--- src/rtl/spirose_pkg.sv ---
// Shared definitions for the slice read path.
//   IMAGE_WIDTH/IMAGE_HEIGHT/IMAGE_SIZE : geometry of one slice
//   pixel_t                             : 16-bit 5-6-5 pixel
//   slice_reader_state_t                : slice_reader FSM states
package spirose_pkg;
  localparam int IMAGE_WIDTH  = 40;
  localparam int IMAGE_HEIGHT = 48;
  localparam int IMAGE_SIZE   = IMAGE_WIDTH * IMAGE_HEIGHT;

  typedef struct packed {
    logic [4:0] r;
    logic [5:0] g;
    logic [4:0] b;
  } pixel_t;

  typedef enum logic [1:0] {IDLE, WAIT_SLICE, READ, DRAIN} slice_reader_state_t;
endpackage

--- src/rtl/slice_reader_if.sv ---
// RAM read port plus pixel stream towards the LED driver controller.
//   ram_addr/ram_read_enable : read request (reader -> RAM)
//   ram_data                 : read data, fixed latency (RAM -> reader)
//   pixel_data/pixel_valid   : pixel stream (reader -> driver)
//   pixel_ready              : backpressure (driver -> reader)
interface slice_reader_if #(
  parameter int RAM_ADDR_WIDTH = 32,
  parameter int RAM_DATA_WIDTH = 16
) ();
  logic [RAM_ADDR_WIDTH-1:0] ram_addr;
  logic                      ram_read_enable;
  logic [RAM_DATA_WIDTH-1:0] ram_data;
  logic [15:0]               pixel_data;
  logic                      pixel_valid;
  logic                      pixel_ready;

  modport master (
    output ram_addr, ram_read_enable, pixel_data, pixel_valid,
    input  ram_data, pixel_ready
  );

  modport slave (
    input  ram_addr, ram_read_enable, pixel_data, pixel_valid,
    output ram_data, pixel_ready
  );
endinterface

--- src/rtl/slice_reader_pixel_fifo.sv ---
// pixel_fifo: synchronous first-word-fall-through FIFO.
//   clk, rst  : clock, synchronous active-high reset
//   push, din : write side (must not push when full unless popping)
//   pop, dout : read side, dout is the head whenever !empty
//   empty, full, count : occupancy
module pixel_fifo #(
  parameter int DEPTH = 8,
  parameter int WIDTH = 16,
  parameter int CW    = $clog2(DEPTH + 1)
) (
  input  logic             clk,
  input  logic             rst,
  input  logic             push,
  input  logic [WIDTH-1:0] din,
  input  logic             pop,
  output logic [WIDTH-1:0] dout,
  output logic             empty,
  output logic             full,
  output logic [CW-1:0]    count
);
  localparam int PW = (DEPTH > 1) ? $clog2(DEPTH) : 1;

  logic [WIDTH-1:0] mem [DEPTH];
  logic [PW-1:0]    wr_ptr, rd_ptr;

  function automatic logic [PW-1:0] ptr_inc(input logic [PW-1:0] p);
    return (p == PW'(DEPTH - 1)) ? '0 : p + 1'b1;
  endfunction

  always_ff @(posedge clk) begin
    if (push) mem[wr_ptr] <= din;
  end

  always_ff @(posedge clk) begin
    if (rst) begin
      wr_ptr <= '0;
      rd_ptr <= '0;
      count  <= '0;
    end else begin
      if (push) wr_ptr <= ptr_inc(wr_ptr);
      if (pop)  rd_ptr <= ptr_inc(rd_ptr);
      case ({push, pop})
        2'b10:   count <= count + 1'b1;
        2'b01:   count <= count - 1'b1;
        default: count <= count;
      endcase
    end
  end

  assign dout  = mem[rd_ptr];
  assign empty = (count == '0);
  assign full  = (count == CW'(DEPTH));

  // Upstream credit accounting makes both of these impossible.
  always_ff @(posedge clk) begin
    if (!rst) begin
      assert (!(push && full && !pop)) else $error("pixel_fifo overflow");
      assert (!(pop && empty)) else $error("pixel_fifo underflow");
    end
  end
endmodule

--- src/rtl/slice_reader.sv ---
// slice_reader: once the write stage reports stream_ready, emits one slice
// (IMAGE_WIDTH x IMAGE_HEIGHT pixels, address order) per next_slice pulse,
// walking a circular store of IMAGE_IN_RAM slices. RAM read latency is
// absorbed by a credit-controlled skid FIFO.
//   clk, rst      : clock, synchronous active-high reset
//   stream_ready  : RAM holds valid slices (level)
//   next_slice    : start emitting the next slice (pulse)
//   bus (master)  : RAM read port + pixel stream with ready/valid
//   slice_index   : index of slice being / last emitted
//   slice_done    : pulse on acceptance of the last pixel of a slice
//   overrun       : sticky, next_slice arrived while a slice was in progress
// Build option: SLICE_READER_TEST_PATTERN_EN replaces RAM data with a
// generated {slice_index, row, col} pattern and never asserts ram_read_enable.
module slice_reader
  import spirose_pkg::*;
#(
  parameter int RAM_ADDR_WIDTH = 32,
  parameter int RAM_DATA_WIDTH = 16,
  parameter int IMAGE_IN_RAM   = 18,
  parameter int IMAGE_WIDTH    = spirose_pkg::IMAGE_WIDTH,
  parameter int IMAGE_HEIGHT   = spirose_pkg::IMAGE_HEIGHT,
  parameter int READ_LATENCY   = 2,
  parameter int FIFO_DEPTH     = 8
) (
  input  logic           clk,
  input  logic           rst,
  input  logic           stream_ready,
  input  logic           next_slice,
  slice_reader_if.master bus,
  output logic [4:0]     slice_index,
  output logic           slice_done,
  output logic           overrun
);
  localparam int SLICE_PIXELS = IMAGE_WIDTH * IMAGE_HEIGHT;
  localparam int RAM_END      = SLICE_PIXELS * IMAGE_IN_RAM - 1;
  localparam int RCW          = $clog2(SLICE_PIXELS);
  localparam int CW           = $clog2(FIFO_DEPTH + 1);
  localparam int OW           = $clog2(FIFO_DEPTH + READ_LATENCY + 1);

  slice_reader_state_t state_q, state_d;

  logic [RAM_ADDR_WIDTH-1:0] addr_q;
  logic [RCW-1:0]            req_cnt_q;
  logic [READ_LATENCY:1]     vld_pipe;   // [i] = a read issued i cycles ago
  logic                      first_q;    // next slice is the first since reset

  logic          req, credit, last_req, enter_read, final_pop;
  logic          push, pop, fifo_empty, fifo_full;
  logic [CW-1:0] fifo_count;
  logic [15:0]   fifo_din, fifo_dout;
  logic [OW-1:0] outstanding;

  // Everything requested but not yet handed to the consumer must fit in
  // the FIFO, so a returning word always has a slot.
  assign outstanding = OW'(fifo_count) + OW'($countones(vld_pipe));
  assign credit      = outstanding < OW'(FIFO_DEPTH);
  assign last_req    = (req_cnt_q == RCW'(SLICE_PIXELS - 1));
  assign push        = vld_pipe[READ_LATENCY];
  assign pop         = !fifo_empty && bus.pixel_ready;

  // ---------------- FSM: state register ----------------
  always_ff @(posedge clk) begin
    if (rst) state_q <= IDLE;
    else     state_q <= state_d;
  end

  // ---------------- FSM: next state ----------------
  always_comb begin
    state_d = state_q;
    case (state_q)
      IDLE:       if (stream_ready) state_d = WAIT_SLICE;
      WAIT_SLICE: if (!stream_ready) state_d = IDLE;
                  else if (next_slice) state_d = READ;
      READ:       if (req && last_req) state_d = DRAIN;
      DRAIN:      if (final_pop) state_d = stream_ready ? WAIT_SLICE : IDLE;
      default:    state_d = IDLE;
    endcase
  end

  // ---------------- FSM: outputs ----------------
  always_comb begin
    req        = 1'b0;
    enter_read = 1'b0;
    final_pop  = 1'b0;
    case (state_q)
      WAIT_SLICE: enter_read = stream_ready && next_slice;
      READ:       req        = credit;
      // All reads have landed and one word remains: it is the last pixel.
      DRAIN:      final_pop  = pop && (fifo_count == CW'(1)) && (vld_pipe == '0);
      default:    ;
    endcase
  end

  assign slice_done = final_pop;

  // ---------------- address walk, slice index, overrun ----------------
  always_ff @(posedge clk) begin
    if (rst) begin
      addr_q      <= '0;
      req_cnt_q   <= '0;
      vld_pipe    <= '0;
      first_q     <= 1'b1;
      slice_index <= '0;
      overrun     <= 1'b0;
    end else begin
      if (req) begin
        addr_q    <= (addr_q == RAM_ADDR_WIDTH'(RAM_END)) ? '0 : addr_q + 1'b1;
        req_cnt_q <= last_req ? '0 : req_cnt_q + 1'b1;
      end
      vld_pipe[1] <= req;
      for (int i = 2; i <= READ_LATENCY; i++) vld_pipe[i] <= vld_pipe[i-1];
      // The address counter runs continuously, so the index just steps
      // alongside it and stays equal to slice base / slice size.
      if (enter_read) begin
        if (first_q) first_q <= 1'b0;
        else slice_index <= (slice_index == 5'(IMAGE_IN_RAM - 1)) ? '0 : slice_index + 1'b1;
      end
      if (next_slice && (state_q == READ || state_q == DRAIN)) overrun <= 1'b1;
    end
  end

  assign bus.ram_addr = addr_q;

`ifdef SLICE_READER_TEST_PATTERN_EN
  // Generator tracks the push side; slice_index cannot change while pushes
  // of the current slice are still pending.
  logic [5:0] gen_col, gen_row;
  pixel_t     gen_pix;

  always_ff @(posedge clk) begin
    if (rst || enter_read) begin
      gen_col <= '0;
      gen_row <= '0;
    end else if (push) begin
      if (gen_col == 6'(IMAGE_WIDTH - 1)) begin
        gen_col <= '0;
        gen_row <= gen_row + 1'b1;
      end else begin
        gen_col <= gen_col + 1'b1;
      end
    end
  end

  always_comb begin
    gen_pix.r = slice_index;
    gen_pix.g = gen_row;
    gen_pix.b = gen_col[4:0];
  end

  assign fifo_din            = gen_pix;
  assign bus.ram_read_enable = 1'b0;
`else
  assign fifo_din            = bus.ram_data[15:0];
  assign bus.ram_read_enable = req;
`endif

  pixel_fifo #(.DEPTH(FIFO_DEPTH), .WIDTH(16), .CW(CW)) u_fifo (
    .clk   (clk),
    .rst   (rst),
    .push  (push),
    .din   (fifo_din),
    .pop   (pop),
    .dout  (fifo_dout),
    .empty (fifo_empty),
    .full  (fifo_full),
    .count (fifo_count)
  );

  assign bus.pixel_valid = !fifo_empty;
  assign bus.pixel_data  = fifo_empty ? 16'h0 : fifo_dout;
endmodule

--- src/flat_wrapper.sv ---
// flat-port wrapper written by rule: the top's interface ports become plain ports
module slice_reader_flat import spirose_pkg::*;
#(
  parameter int RAM_ADDR_WIDTH = 32,
  parameter int RAM_DATA_WIDTH = 16,
  parameter int IMAGE_IN_RAM   = 18,
  parameter int IMAGE_WIDTH    = spirose_pkg::IMAGE_WIDTH,
  parameter int IMAGE_HEIGHT   = spirose_pkg::IMAGE_HEIGHT,
  parameter int READ_LATENCY   = 2,
  parameter int FIFO_DEPTH     = 8
)
  (clk, rst, stream_ready, next_slice, slice_index, slice_done, overrun, bus_ram_addr, bus_ram_read_enable, bus_pixel_data, bus_pixel_valid, bus_ram_data, bus_pixel_ready);
  slice_reader_if #(.RAM_ADDR_WIDTH(RAM_ADDR_WIDTH), .RAM_DATA_WIDTH(RAM_DATA_WIDTH)) bus_i ();
  input  logic clk;
  input  logic rst;
  input  logic stream_ready;
  input  logic next_slice;
  output logic [4:0] slice_index;
  output logic slice_done;
  output logic overrun;
  output wire logic [$bits(bus_i.ram_addr)-1:0] bus_ram_addr;
  output wire logic [$bits(bus_i.ram_read_enable)-1:0] bus_ram_read_enable;
  output wire logic [$bits(bus_i.pixel_data)-1:0] bus_pixel_data;
  output wire logic [$bits(bus_i.pixel_valid)-1:0] bus_pixel_valid;
  input wire logic [$bits(bus_i.ram_data)-1:0] bus_ram_data;
  input wire logic [$bits(bus_i.pixel_ready)-1:0] bus_pixel_ready;
  assign bus_ram_addr = bus_i.ram_addr;
  assign bus_ram_read_enable = bus_i.ram_read_enable;
  assign bus_pixel_data = bus_i.pixel_data;
  assign bus_pixel_valid = bus_i.pixel_valid;
  assign bus_i.ram_data = bus_ram_data;
  assign bus_i.pixel_ready = bus_pixel_ready;
  slice_reader #(.RAM_ADDR_WIDTH(RAM_ADDR_WIDTH), .RAM_DATA_WIDTH(RAM_DATA_WIDTH), .IMAGE_IN_RAM(IMAGE_IN_RAM), .IMAGE_WIDTH(IMAGE_WIDTH), .IMAGE_HEIGHT(IMAGE_HEIGHT), .READ_LATENCY(READ_LATENCY), .FIFO_DEPTH(FIFO_DEPTH)) u_core (.clk(clk), .rst(rst), .stream_ready(stream_ready), .next_slice(next_slice), .bus(bus_i), .slice_index(slice_index), .slice_done(slice_done), .overrun(overrun));
endmodule
--- config.mk ---
export PLATFORM = sky130hd
export DESIGN_NAME = slice_reader_flat
export DESIGN_NICKNAME = d
export VERILOG_FILES = /design/src/rtl/spirose_pkg.sv /design/src/rtl/slice_reader_if.sv /design/src/rtl/slice_reader_pixel_fifo.sv /design/src/rtl/slice_reader.sv /design/src/flat_wrapper.sv
export SDC_FILE = /design/constraint.sdc
export NUM_CORES = 1
export LEC_CHECK = 0
export CAP_MARGIN = 10
export CORE_UTILIZATION = 25
export DETAILED_ROUTE_END_ITERATION = 6
export PLACE_DENSITY = 0.43
export SYNTH_ARGS = -nofsm -noshare
export SYNTH_HDL_FRONTEND = slang
export SYNTH_SLANG_ARGS = --single-unit
export TNS_END_PERCENT = 1
--- constraint.sdc ---
create_clock -name clk -period 3.65 [get_ports clk]
set_clock_uncertainty 0.15 [all_clocks]
set_input_delay 0.73 -clock clk [delete_from_list [all_inputs] [get_ports clk]]
set_output_delay 0.73 -clock clk [all_outputs]
set_load 0.03 [all_outputs]
## Word-level counts from Yosys, hierarchy flattened

Memory sizes are Yosys's and may differ from the RTL's. A register that Yosys moved wholly into a read port is not among the register bits.
Cells that the tools add are included.

| storage, ports and cells | value |
|---|---|
| bits in latches | 0 |
| output and inout port bits | 57 |
| memory bits (read-only) | 0 |
| memories | 1 |
| bits in registers | 64 |
| RAM bits | 128 |
| logic and storage cells | 72 |
| bits of input ports | 21 |

Memories:

| name | words | width | read ports | clocked after memory_dff | write ports | RTL line | RTL |
|---|---|---|---|---|---|---|---|
| u_core.u_fifo.mem | 8 | 16 | 1 | 1 | 1 | slice_reader_pixel_fifo.sv:23 | `logic [WIDTH-1:0] mem [DEPTH];` |

| cells by class | value |
|---|---|
| reductions and logical operators | 14 |
| equal/unequal tests | 15 |
| magnitude comparators | 1 |
| shift-type cells | 0 |
| multiply operators | 0 |
| multiplexer cells | 21 |
| bitwise operators | 1 |
| $add $sub $neg | 9 |
| div/mod/pow operators | 0 |

Operators with widths:

| cell | count |
|---|---|
| 32-bit by 1-bit adder with 32-bit output (second input constant) | 1 |
| 32-bit by 16-bit == test with 1-bit output (second input constant) | 1 |
| 32-bit two-way mux | 1 |
| 16-bit two-way mux | 1 |
| 3-bit two-way mux | 4 |
| 11-bit by 1-bit adder with 11-bit output (second input constant) | 1 |
| 11-bit == test (second input constant) | 1 |
| 11-bit two-way mux | 1 |
| 2-bit two-way mux | 5 |
| 2-bit one-hot mux with 4 select lines | 1 |
| 4-bit one-hot mux with 2 select lines | 1 |
| 3-bit by 1-bit adder with 3-bit output (second input constant) | 2 |
| 2-bit == test (second input constant) | 3 |
| 3-bit == test (second input constant) | 2 |
| 1-bit logical AND | 6 |
| 1-bit two-way mux | 6 |
| 5-bit by 1-bit adder with 5-bit output (second input constant) | 1 |
| 5-bit == test (second input constant) | 1 |
| 5-bit two-way mux | 1 |
| 4-bit by 1-bit adder with 4-bit output (second input constant) | 1 |
| 4-bit adder | 1 |
| 2-bit by 1-bit == test with 1-bit output (second input constant) | 2 |
| 4-bit by 1-bit == test with 1-bit output (second input constant) | 1 |
| 2-bit zero test | 2 |
| 13 further kinds | 14 |

## Depth between registers and ports, before layout

| depth | value |
|---|---|
| word-level depth | 8 |
| depth in mapped cells | 12 |
| depth with buffers taken out | 11 |

## Cells and area by module

Synthesis repeated with hierarchy kept, for this count alone.

| unflattened totals | value |
|---|---|
| cell total of the unflattened synthesis | 587 |
| area total of the unflattened synthesis | 8370.5 sq um |

By module, submodules not included:

| module | area each (sq um) | seq. area each (sq um) | instances | cells an instance |
|---|---|---|---|---|
| pixel_fifo | 5567.8 | 4103.9 | 1 | 258 |
| slice_reader | 2802.7 | 1081.0 | 1 | 329 |

## Least setup slack after synthesis

Ideal clock, no wire load.

| timing | value |
|---|---|
| path kind | register to register |
| start | register u_core.u_fifo.count[0] |
| end | register u_core.u_fifo.count[3] |
| path slack | 0.793 ns |
| period minus slack after synthesis | 2.857 ns |
| stages on the path, launching flop included | 13 |
| buffers on the path | 1 |
| data required time | 3.372 ns |
| setup time | 0.128 ns |
| arrival time | 2.580 ns |
| cell sequence | dfxtp_1 > inv_1 > ha_1 > and2_1 > clkbuf_1 > inv_1 > nand2_1 > inv_1 > ha_1 > or4b_2 > a21oi_1 > xnor2_1 > nor2_1 |

| on the way | value |
|---|---|
| word-level cells in the longest chain between the ends | 5 |
| elaborated cells on any way between the ends | 9 |
| classes of those cells | add/sub (2); eq/ne (2); mux (1); reduce/logical (4) |

RTL lines:

| element | RTL line | RTL |
|---|---|---|
| start: declaration | slice_reader_pixel_fifo.sv:19 | `output logic [CW-1:0] count` |
| start signal: assignment | slice_reader_pixel_fifo.sv:43 | `2'b10: count <= count + 1'b1;` |
| start signal: assignment | slice_reader_pixel_fifo.sv:44 | `2'b01: count <= count - 1'b1;` |
| start signal: assignment | slice_reader_pixel_fifo.sv:45 | `default: count <= count;` |
| 4-bit zero test (*) | slice_reader_pixel_fifo.sv:51 | `assign empty = (count == '0);` |
| 1-bit zero test (*) | -- |  |
| via bus_pixel_valid | flat_wrapper.sv:24 | `output wire logic [$bits(bus_i.pixel_valid)-1:0] bus_pixel_valid;` |
| 1-bit logical AND (*) | slice_reader.sv:59 | `assign pop = !fifo_empty && bus.pixel_ready;` |
| 2-bit by 1-bit == test with 1-bit output or 2-bit == test (tied branches) | slice_reader_pixel_fifo.sv:42 | `case ({push, pop})` |
| 4-bit one-hot mux with 2 select lines or 2-bit nonzero test (tied branches) | -- |  |

Mark *: on every way through the listed nets, which the timed path passes. The rest lies on a longest branch.
A chain may end at the register's enable or synchronous reset.

## Worst setup path in the final report

| timing | value |
|---|---|
| start | register u_core.u_fifo.count[0] |
| end | output bus_pixel_data[5] |

| on the way | value |
|---|---|
| word-level cells in the longest chain between the ends | 2 |

RTL lines:

| element | RTL line | RTL |
|---|---|---|
| 4-bit zero test | slice_reader_pixel_fifo.sv:51 |  |
| 16-bit two-way mux | slice_reader.sv:170 | `assign bus.pixel_data = fifo_empty ? 16'h0 : fifo_dout;` |
| end: declaration | flat_wrapper.sv:23 | `output wire logic [$bits(bus_i.pixel_data)-1:0] bus_pixel_data;` |

Every way passes these cells.

==> report_table.html <==
<table>
<tr><th>Metric</th><th>Value</th></tr>
<tr><th colspan="2">Run status</th></tr>
<tr><td>Status</td><td>completed</td></tr>
<tr><th colspan="2">Timing</th></tr>
<tr><td>RSZ-0062 raised after global routing</td><td>no</td></tr>
<tr><td>Final setup violation count</td><td>0</td></tr>
<tr><td>Final worst-path cycle share</td><td>94.3%</td></tr>
<tr><td>Worst hold margin</td><td>316 ps</td></tr>
<tr><td>Final total negative setup slack</td><td>0 ps</td></tr>
<tr><td>Number of pins exceeding their max-slew limit in the final report</td><td>0</td></tr>
<tr><td>Worst Setup Slack, final</td><td>208 ps</td></tr>
<tr><td>Slew at the pin with the worst max-slew slack</td><td>708 ps</td></tr>
<tr><td>Timing-limited maximum frequency</td><td>291 MHz</td></tr>
<tr><td>Count of endpoints failing hold in the final timing report</td><td>0</td></tr>
<tr><td>Shortest clock period the worst path allows after layout</td><td>3440 ps</td></tr>
<tr><td>Worst slew margin</td><td>52.8%</td></tr>
<tr><th colspan="2">Global route</th></tr>
<tr><td>Maximum number of pins on one net before global-route repair</td><td>33</td></tr>
<tr><td>Initial antenna violation count</td><td>0</td></tr>
<tr><td>First-pass GRT wire length</td><td>30500 um</td></tr>
<tr><td>Global-route usage over all layers</td><td>12.0%</td></tr>
<tr><td>Vias in the first global route</td><td>5547</td></tr>
<tr><td>Remaining Overflow, GRT</td><td>0</td></tr>
<tr><th colspan="2">Finish</th></tr>
<tr><td>End-of-flow core utilization</td><td>32.1%</td></tr>
<tr><td>Inserted Diodes</td><td>0</td></tr>
<tr><td>Share of final-layout standard cells stronger than drive strength 1</td><td>13.9%</td></tr>
<tr><td>Final layout net count</td><td>716</td></tr>
<tr><td>Area grow syn2layout</td><td>24.6%</td></tr>
<tr><td>Most common cell after layout, fill and taps aside</td><td>sky130_fd_sc_hd__edfxtp_1</td></tr>
<tr><td>Top library cells by usage in the layout, fill and taps aside</td><td>sky130_fd_sc_hd__edfxtp_1 (128), sky130_fd_sc_hd__clkdlybuf4s50_1 (76), sky130_fd_sc_hd__nor2_1 (72)</td></tr>
<tr><td>Fill cell total of the finished layout</td><td>3226</td></tr>
<tr><td>Multi-input logic area</td><td>2880 sq um</td></tr>
<tr><td>Footprint of the flip-flops and latches</td><td>5190 sq um</td></tr>
<tr><th colspan="2">Clocking</th></tr>
<tr><td>CTS tree</td><td>built</td></tr>
<tr><td>Maximum clock path buffer count</td><td>2</td></tr>
<tr><td>Root buffer cell</td><td>sky130_fd_sc_hd__clkbuf_16</td></tr>
<tr><td>CTS buffer count</td><td>17</td></tr>
<tr><td>CTS H-Tree Depth</td><td>4</td></tr>
<tr><td>Setup bufs post-CTS</td><td>0</td></tr>
<tr><td>Clock-pin slew on the worst setup and hold paths</td><td>80 ps</td></tr>
<tr><td>Number of hold buffers added after CTS</td><td>0</td></tr>
<tr><td>Clock sinks</td><td>195</td></tr>
<tr><td>Clk_lat worst skew</td><td>430 ps</td></tr>
<tr><th colspan="2">Setup path</th></tr>
<tr><td>Critical Path Source Type</td><td>flip-flop</td></tr>
<tr><td>Cell at the slowest stage of the critical path</td><td>sky130_fd_sc_hd__clkdlybuf4s50_1</td></tr>
<tr><td>Critical path cell sequence</td><td>inv_1 -&gt; ha_1 -&gt; and2_2 -&gt; nor2_1 -&gt; clkdlybuf4s50_1</td></tr>
<tr><td>Crit path capture type</td><td>output port</td></tr>
<tr><td>Largest fanout of any net on the critical path</td><td>17</td></tr>
<tr><td>Data required, critical path</td><td>2770 ps</td></tr>
<tr><td>Worst setup path class</td><td>reg2out</td></tr>
<tr><td>Worst path arrival time</td><td>2560 ps</td></tr>
<tr><td>Maximum cell stage delay along the critical path</td><td>720 ps</td></tr>
<tr><th colspan="2">Pwr</th></tr>
<tr><td>Leakage</td><td>0.00317 uW</td></tr>
<tr><td>Post-route total power</td><td>5340 uW</td></tr>
<tr><td>Peak ir drop on the vdd network</td><td>0.348 mV</td></tr>
<tr><td>Power density over the cells</td><td>523 nW/um^2</td></tr>
<tr><th colspan="2">Routing</th></tr>
<tr><td>Post-detailed-route count of antenna-violating nets</td><td>0</td></tr>
<tr><td>Average detailed-routed wire length per instance</td><td>16.9 um</td></tr>
<tr><td>Number of iterations in the first detailed-routing pass</td><td>4</td></tr>
<tr><td>Total number of vias</td><td>5115</td></tr>
<tr><td># DRC</td><td>0</td></tr>
<tr><td>Overall routed net length</td><td>19100 um</td></tr>
<tr><td>Avg Vias per Cell</td><td>4.53</td></tr>
<tr><td>Iter 0 DRT Violations</td><td>265</td></tr>
<tr><th colspan="2">Die</th></tr>
<tr><td>Initial core utilization</td><td>25.7%</td></tr>
<tr><td>Placeable core region</td><td>31900 sq um</td></tr>
<tr><td>Die Y</td><td>183 um</td></tr>
<tr><td>I/O pin cnt</td><td>78</td></tr>
<tr><td>Horizontal die dimension</td><td>183 um</td></tr>
<tr><td>Row Count</td><td>65</td></tr>
<tr><td>Area of the die</td><td>33500 sq um</td></tr>
<tr><th colspan="2">Placed design</th></tr>
<tr><td>Sum of net half-perimeters after detailed placement</td><td>12000 um</td></tr>
<tr><td>Worst setup slack before clock tree synthesis</td><td>286 ps</td></tr>
<tr><td>Count of input and output buffers</td><td>77</td></tr>
<tr><td>Last weighted congestion value of the routability-driven placer</td><td>0.733</td></tr>
<tr><th colspan="2">Min path</th></tr>
<tr><td>Type of the tightest min-delay check</td><td>reg2reg</td></tr>
<tr><th colspan="2">Synth</th></tr>
<tr><td>Total of flip-flops plus latches after synthesis</td><td>195</td></tr>
<tr><td>Number of synthesized flops with an enable pin</td><td>128</td></tr>
<tr><td>Part of the Yosys area used for sequential elements</td><td>63.2%</td></tr>
<tr><td>Number of nets in the synthesized netlist</td><td>630</td></tr>
<tr><td>Ys Warns</td><td>0</td></tr>
<tr><td>Synthesized cell area</td><td>8200 sq um</td></tr>
<tr><td>Library cells used by synthesis</td><td>49</td></tr>
<tr><td>Leading register cell type out of synthesis</td><td>sky130_fd_sc_hd__edfxtp_1</td></tr>
<tr><td>Async S/R FF share, synth</td><td>0%</td></tr>
<tr><td>Number of instances in the synthesized netlist</td><td>594</td></tr>
<tr><td>Post-synthesis average cell area</td><td>13.8 sq um</td></tr>
<tr><th colspan="2">Run</th></tr>
<tr><td>Count of maximum capacitance violations</td><td>0</td></tr>
</table>
## power by group
group | leakage, uW | internal (uW) | switching, uW
clock network | 0.000292 | 1100 | 873
logic | 0.00119 | 449 | 499
registers | 0.00169 | 2370 | 47.8
## registers in the layout (all words and copies together) (netlist names), named ones only
register and flops:
u_core.bus.ram_addr 32, u_core.overrun 1, u_core.u_fifo.wr_ptr 3, u_core.u_fifo.mem 128
u_core.req_cnt_q 11, u_core.first_q 1, u_core.slice_index 5, u_core.u_fifo.count 4
u_core.vld_pipe 2, u_core.state_q 1, u_core.u_fifo.rd_ptr 3
## final timing paths
kind | from | endpoint | slack, ps | cells past startpoint
hold / removal | u_core.first_q | u_core.first_q | 320 | 1
setup / recovery | u_core.u_fifo.count[0] | bus_pixel_data[5] | 210 | 5
hold reg to reg | u_core.first_q | u_core.first_q | 320 | 1
setup reg to reg | u_core.u_fifo.count[0] | u_core.u_fifo.count[3] | 550 | 11
## synthesized netlist by cell type, types with 6 or more instances
library cell,number,area (sq um)
sky130_fd_sc_hd__edfxtp_1,128,3840
sky130_fd_sc_hd__nor2_1,72,270
sky130_fd_sc_hd__dfxtp_1,67,1340
sky130_fd_sc_hd__mux4_2,32,721
sky130_fd_sc_hd__nand2_1,30,113
sky130_fd_sc_hd__a21oi_1,29,145
sky130_fd_sc_hd__xor2_1,28,245
sky130_fd_sc_hd__mux2i_1,18,180
sky130_fd_sc_hd__clkbuf_1,17,63.8
sky130_fd_sc_hd__ha_1,15,188
sky130_fd_sc_hd__o21ai_0,15,75.1
sky130_fd_sc_hd__or4_1,11,82.6
sky130_fd_sc_hd__inv_1,10,37.5
sky130_fd_sc_hd__nand3_1,9,45.0
sky130_fd_sc_hd__nand4_1,9,56.3
sky130_fd_sc_hd__o211ai_1,9,67.6
sky130_fd_sc_hd__o31ai_1,9,67.6
sky130_fd_sc_hd__buf_2,8,40.0
sky130_fd_sc_hd__o2111ai_1,8,70.1
sky130_fd_sc_hd__and3_1,6,37.5
sky130_fd_sc_hd__nor4_1,6,37.5
sky130_fd_sc_hd__or3_1,6,37.5
## logic make-up after synthesis
family | Yosys count | share of synthesized area (%)
buffers and inverters | 39 | 1.95
AOI/OAI and AO/OA | 82 | 6.73
and+or+nand+nor | 180 | 11.3
adders and majority gates | 15 | 2.29
DFF | 195 | 63.2
xor gates and xnor gates | 33 | 3.52
muxes | 50 | 11.0
## metal layers
metal  track usage (%)  vias up  wire (um)
met1              14.7     2576       8720
met4              4.10        0        235
met2              20.6       84       9420
li1                  -     2436          -
met5                 0        -          0
met3              2.90       19        697
## area by class of cell
cell class                 count  share of cell area [%]
inverter                      11                   0.404
timing repair buffer          95                    9.21
multi-input combinational    360                    28.2
sequential                   195                    50.8
clock inverter                15                    1.96
tap                          435                    5.33
clock buffer                  17                    4.16
## through the flow
step | area, sq um | instances
3_3_place_gp | 9590 | 1096
4_1_cts | 10200 | 1128
6_report | 10200 | 1128
3_5_place_dp | 9590 | 1096
5_1_grt | 10200 | 1128
2_1_floorplan | 8200 | 594
## worst max-delay path: cells and delay by family (launching register included)
kind	cells	cell delay, ps
AND/OR/NAND/NOR	2	600
adder cells (fa/ha/maj)	1	240
buffers and inverters	2	810
flip-flops	1	470
## repair_timing
action	in CTS	in global routing
endpoints found under the setup margin	8	4
cloned	0	0
resized for setup	1	1
Power figures use the tool's default switching activity.
